==> config.mk <==
export PLATFORM = sky130hd
export DESIGN_NAME = seq_detect_mm
export DESIGN_NICKNAME = d
export VERILOG_FILES = /design/src/rtl/seq_detect_mm.sv
export SDC_FILE = /design/constraint.sdc
export NUM_CORES = 1
export LEC_CHECK = 0
export BUFFER_PORTS_ARGS = -buffer_cell sky130_fd_sc_hd__buf_2
export CORE_MARGIN = 2
export CORE_UTILIZATION = 50
export DETAILED_ROUTE_END_ITERATION = 10
export GPL_ROUTABILITY_DRIVEN = 1
export GPL_TIMING_DRIVEN = 1
export HOLD_SLACK_MARGIN = 0.15
export PLACE_DENSITY_LB_ADDON = 0.12
export SLEW_MARGIN = 20
export SYNTH_ARGS = -nofsm -noshare
export SYNTH_HDL_FRONTEND = slang
export SYNTH_SLANG_ARGS = --single-unit
==> constraint.sdc <==
create_clock -name clk -period 3 [get_ports clk]
set_clock_uncertainty 0.15 [all_clocks]
set_input_delay 0.15 -clock clk [delete_from_list [all_inputs] [get_ports clk]]
set_output_delay 0.15 -clock clk [all_outputs]
set_load 0.1 [all_outputs]
==> src/rtl/seq_detect_mm.sv <==
// Serial pattern detector: runtime-loadable PAT_W-bit pattern, Mealy + Moore match strobes, optional saturating match counter (SEQDET_CNT_EN).
// Latency: match_mealy is combinational (0 cycles); match_moore, state_o and match_cnt update on the edge that consumes the bit (1 cycle).
// Backpressure: none; en=0 freezes the detector, load overrides en and restarts detection with the new pattern.
module seq_detect_mm #(
   parameter int          PAT_W    = 4,
   parameter int          CNT_W    = 8,
   parameter logic [15:0] PAT_INIT = 16'b1011
) (
   input  logic                       clk,
   input  logic                       reset,
   input  logic                       en,
   input  logic                       din,
   input  logic                       overlap,
   input  logic                       load,
   input  logic [PAT_W-1:0]           pat_in,
   output logic                       match_mealy,
   output logic                       match_moore,
   output logic [$clog2(PAT_W+1)-1:0] state_o,
   output logic [CNT_W-1:0]           match_cnt,
   output logic                       cnt_sat
);

   localparam int SW = $clog2(PAT_W+1);

   logic [PAT_W-1:0] pat_q;
   logic [SW-1:0]    state_q, state_d;
   logic [PAT_W-2:0] hist_q;
   logic             moore_q;

   // win[0] is the bit on din now, win[k] the bit consumed k bits earlier
   logic [PAT_W-1:0] win;
   logic             exp_bit;
   logic             last;
   logic             hit;
   logic             mealy;
   logic             ok;
   logic [SW-1:0]    fb;

   assign win  = {hist_q, din};
   assign last = (state_q == SW'(PAT_W-1));
   assign hit  = (din == exp_bit);

   // Pattern bit expected next for the current matched-prefix length
   always_comb begin
      exp_bit = 1'b0;
      for (int i = 0; i < PAT_W; i++) begin
         if (state_q == SW'(i)) exp_bit = pat_q[PAT_W-1-i];
      end
   end

   // Fallback: longest suffix of the window (length <= current state) equal to a pattern prefix.
   // Capping at state_q keeps bits from before the last restart out of the search; on a full
   // match the same search yields the longest proper border of the pattern.
   always_comb begin
      fb = '0;
      ok = 1'b0;
      for (int j = 1; j < PAT_W; j++) begin
         ok = 1'b1;
         for (int i = 0; i < j; i++) begin
            if (win[j-1-i] != pat_q[PAT_W-1-i]) ok = 1'b0;
         end
         if (ok && (SW'(j) <= state_q)) fb = SW'(j);
      end
   end

   // Next state: advance on expected bit, restart after a non-overlapping match, otherwise fall back
   always_comb begin
      state_d = fb;
      if (hit && !last) begin
         state_d = state_q + SW'(1);
      end else if (hit && last && !overlap) begin
         state_d = '0;
      end
   end

   assign mealy = en & ~load & last & (din == pat_q[0]);

   // Detector FSM: pattern, matched-prefix state, bit history and the Moore strobe
   always_ff @(posedge clk or posedge reset) begin
      if (reset) begin
         pat_q   <= PAT_W'(PAT_INIT);
         state_q <= '0;
         hist_q  <= '0;
         moore_q <= 1'b0;
      end else begin
         moore_q <= mealy;
         if (load) begin
            pat_q   <= pat_in;
            state_q <= '0;
            hist_q  <= '0;
         end else if (en) begin
            state_q <= state_d;
            hist_q  <= win[PAT_W-2:0];
         end
      end
   end

`ifdef SEQDET_CNT_EN
   logic [CNT_W-1:0] cnt_q;

   // Saturating match counter, cleared by load
   always_ff @(posedge clk or posedge reset) begin
      if (reset) begin
         cnt_q <= '0;
      end else if (load) begin
         cnt_q <= '0;
      end else if (mealy && !(&cnt_q)) begin
         cnt_q <= cnt_q + CNT_W'(1);
      end
   end

   assign match_cnt = cnt_q;
   assign cnt_sat   = &cnt_q;
`else
   assign match_cnt = '0;
   assign cnt_sat   = 1'b0;
`endif

   assign match_mealy = mealy;
   assign match_moore = moore_q;
   assign state_o     = state_q;

endmodule
# Word-level counts from Yosys, hierarchy flattened
# Cells that the tools add are included.
# word_totals
output_inout_bits	14
input_bits	10
regBits	10
# classes
reduce_logical	10
order_cmp	3
bitwise	4
n_mux	19
add_sub_neg	1
eq_ne	11
# op_table
operator	count
2-to-1 mux 3 bit	6
2-to-1 mux 1 bit	11
equality test 3 x 2 -> 1 bit (second input constant)	2
<= comparator 2 x 3 -> 1 bit (first input constant)	2
logical AND 1 bit	6
!= test 1 bit	6
2-to-1 mux 2 bit	2
adder 3 x 1 -> 3 bit (second input constant)	1
bitwise AND 1 bit	3
equality test 3 x 1 -> 1 bit (second input constant)	1
<= comparator 1 x 3 -> 1 bit (first input constant)	1
logical NOT 3 bit	1
equality test 1 bit	2
logical NOT 1 bit	2
nonzero test 2 bit	1
NOT 1 bit	1

# Depth between registers and ports, before layout
# logic_depth
ltp_word	12
depth_mapped	7
ltp_nobuf	7

# Worst setup path before layout
# Ideal clock, no wire load.
# synth_path
path_type	register to register
startpoint	register state_q[0], in the netlist state_o[0]
endpoint	register state_q[1], in the netlist state_o[1]
period_less_slack_ps	2936
path_stages_with_launch	8
setup_slack_ps	64
t_required_ps	2754
setup_time_ps	96
n_path_buf	0
arrival_time_ps	2690
cell_sequence	dfrtp_1 inv_1 ha_1 a211oi_2 a2111oi_4 a21o_2 and3_4 o32ai_2
# synth_between
elab_chain_cells	12
# synth_rtl
element	line_no	rtl
start: declaration	26	logic [SW-1:0] state_q, state_d;
start signal: assignment	92	state_q <= state_d;
logical NOT 3 bit	47	if (state_q == SW'(i)) exp_bit = pat_q[PAT_W-1-i];
2-to-1 mux 1 bit (4 in series)	47	
equality test 1 bit	41	assign hit = (din == exp_bit);
logical AND 1 bit (2 in series)	71	end else if (hit && last && !overlap) begin
2-to-1 mux 3 bit	71	
2-to-1 mux 3 bit (*)	69	if (hit && !last) begin
2-to-1 mux 3 bit (*)	91	end else if (en) begin
2-to-1 mux 3 bit (*)	87	if (load) begin
# Every way passes the cells marked *; elsewhere a longest branch is shown, timed or not. The select of a mux whose other input is x is not followed.
# A chain may end at the register's enable or synchronous reset.

# Worst setup path in the final report
# layout_path
startpoint	register state_q[0], in the netlist state_o[0]
endpoint	output port match_mealy
# layout_between
elab_chain_cells	3
# layout_rtl
element	line_no	rtl
equality test 3 x 2 -> 1 bit	40	assign last = (state_q == SW'(PAT_W-1));
bitwise AND 1 bit (2 in series)	76	assign mealy = en & ~load & last & (din == pat_q[0]);
end: declaration	16	output logic match_mealy,
# Every way passes these cells.

==> results.md <==
* Net total in the final layout at roughly 120
* Synth warn at 0
* Final Cycle Share at 79.99%
* Vert. Die Dim at 45.16 um
* Min-delay src: overlap
* Setup TNS at 0 ps
* # IOs at 24
* GRT Residual Overflow at 0
* Min-delay worst type: in2reg
* Max clock buf depth at 2
* Critical Setup Path Class: reg2out
* Vias per cell at about 5.3
* All-Layer GR Usage at 18.79%
* Final WL at 1637 um
* Clk_lat worst skew at 260 ps
* Final Hold Vio Count at 0
* Reg2reg path depth at 7
* RSZ-0062 raised after global routing: false
* Initial antenna violation count at 0
* Worst setup startpoint: state_o[0]$_DFFE_PP0P_
* Post-synthesis cell area at 847.1 um^2
* CTS Hold Bufs at 7
* Area leader, netlist: dfrtp_1
* Slowest stage cell on the critical path: dfrtp_1
* Antenna cells at 0
* Pwr dens at 534.0 nW/um^2
* Max-cap violations at 0
* Synth top area share at roughly a fifth
* Total power at 519.8 uW
* Peak supply drop at 349.1 uV
* Clock root buffer: clkbuf_4
* Setup crit end kind: output port
* Via count at 662
* Critical path launch point type: flip-flop
* Hold path depth at 3
* DP HPWL at 1230 um
* #FFs+latches synth at 10
* Clock transition at path regs at roughly 70 ps
* Ys flop type: dfrtp_1
* CP Data Required Time at 2700 ps
* Fmax at 0.4167 GHz
* Max_slew headroom at around two thirds
* Status: finished clean
* Initial core utilization at 54.95%
* Final Max Slew Viols at 0
* Routed Antenna Nets at 0
* DP Area at 877.1 um^2
* Layout cells sized above 1 at 29.36%
* Register area share after synthesis at 29.99%
* CTS Buf Count at 3
* First-pass GRT wire length at 2766 um
* Post-Synthesis Cells at 90
* Gpl congestion at around 0.8
* WP data arrival at 2100 ps
* DRC at 0
* # rows at 14
* Max FO, Critical Path at 10
* PortBufs at 14
* Sink Count at 10
* Syn Area/Cell at roughly 9.4 um^2
* Actual slew at the worst max-slew pin at 511.7 ps
* Final Cell Area at between 900 and 1000 um^2
* Worst R2R End: state_o[1]$_DFFE_PP0P_
* Largest cells by area after synthesis: dfrtp_1 21%, dfstp_2 9.3%, buf_4 8.0%
* H-tree Lvls at 1
* Largest net degree at the start of global routing at 12
* Die width at 45.16 um
* Vias in the first global route at roughly 630
* Critical Path Max Stage Delay at 550 ps
* Share of async-settable or async-resettable flops after synthesis at 100.0%
* Worst-path cell chain: inv_1 > nor3_1 > and3_1 > buf_2
* Hold Path End: state_o[0]$_DFFE_PP0P_
* Min cycle time layout at 2400 ps
* Resized Gates After CTS at 0
* DRT iter0 DRCs at 9
* Fill count at 122
* R2R setup slack at 640 ps
* Synth-to-Final Area Change at 14.92%
* Postcts setup bufs at 0
* R2R Path Start: state_o[0]$_DFFE_PP0P_
* Final setup fails at 0
* Netlist cell types at 34
* Core area at about 1500 um^2
* Leak at 0.0004541 uW
* Die Footprint at 2039 um^2
* Routed len/inst at around 13 um
* Number of flops mapped to enable cells by yosys at 0
* Drt pass-1 iters at 2
* TritonCTS clock tree: done
==> cells in the final DEF, fill, tap and decap left out, drive strengths merged <==
master,count
dlygate4sd3,7
nor3,2
a21o,2
o21ai,1
xnor2,6
nor2b,2
nand3,1
a2111oi,1
a211oi,2
inv,5
o32ai,2
clkbuf,4
and3,3
mux2i,3
o21bai,1
a32oi,1
nand2,6
dfrtp,7
a21oi,2
conb,9
mux2,4
buf,14
a22oi,1
a31oi,1
o31ai,1
nor3b,1
ha,3
o221ai,1
nor2,9
dfstp,3
or3,1
xor2,3
==> power by group <==
group	total [uW]	switching (uW)	leakage (uW)	internal [uW]
Combinational	255	166	0.000314	88.3
Sequential	172	22.6	0.000125	149
Clock	93.2	42.1	0.0000150	51.2
==> worst max-delay path by stage <==
stage	slack [ps]	to	depth (start not counted)
5_1_grt	480	match_mealy	4
3_5_place_dp	660	state_o[1]$_DFFE_PP0P_	7
6_report	600	match_mealy	4
2_1_floorplan	60	state_o[1]$_DFFE_PP0P_	7
4_1_cts	620	match_mealy	4
3_3_place_gp	750	state_o[1]$_DFFE_PP0P_	7
==> cell type report <==
class                           count  area (um^2)  share of cell area (%)
Timing Repair Buffer               21        140.1                   14.40
Inverter                            5        18.77                   1.928
Sequential cell                    10        254.0                   26.09
Tap cell                           16        20.02                   2.057
Multi-Input combinational cell     69        514.2                   52.83
Clock buffer                        4        26.28                   2.699
==> flip-flops by register name, summed over array words and instances (netlist names) <==
name	count
pat_q	4
hist_q	2
match_moore	1
state_o	3
==> cell families after synthesis <==
logic type | Yosys count | share of synthesized area, %
XOR/XNOR | 9 | 9.306
other | 1 | 0.4427
multiplexers | 7 | 8.862
adder cells (fa/ha/maj) | 3 | 4.432
AO/OA/AOI/OAI | 16 | 19.79
buffers and inverters | 19 | 12.85
flip-flops | 10 | 29.99
AND/OR/NAND/NOR | 25 | 14.33
==> worst max-delay path: cells and delay by family (launching register included) <==
kind	cells	cell delay, ps
simple gates	2	690
buf+inv	2	600
flops	1	550
==> cells in the mapped netlist, drive strengths merged, types with 3 or more instances <==
master / count
and3: 3
buf: 12
dfrtp: 7
dfstp: 3
ha: 3
inv: 5
mux2: 4
mux2i: 3
nand2: 6
nor2: 9
xnor2: 6
xor2: 3
==> layer usage <==
layer	share of wire (%)	GRT usage [%]	wire length (um)	vias up
li1	-	-	-	329
met1	47	25.38	776	314
met2	49	29.71	796	17
met3	3.3	1.200	54	2
met4	0.55	10.59	9	0
met5	0	0	0	-
==> metrics by stage <==
step	worst slack (ps)	instances	hold slack (ps)	utilization, %
after floorplan	64.29	98	-162.0	-
after global placement	752.7	114	-11.21	56.90
after detailed placement	655.8	114	-4.277	56.90
after CTS	618.1	125	157.5	63.15
after global routing	484.2	125	158.1	63.15
final	600.3	125	173.5	63.15
No activity file was read; power rests on OpenSTA's default activity.
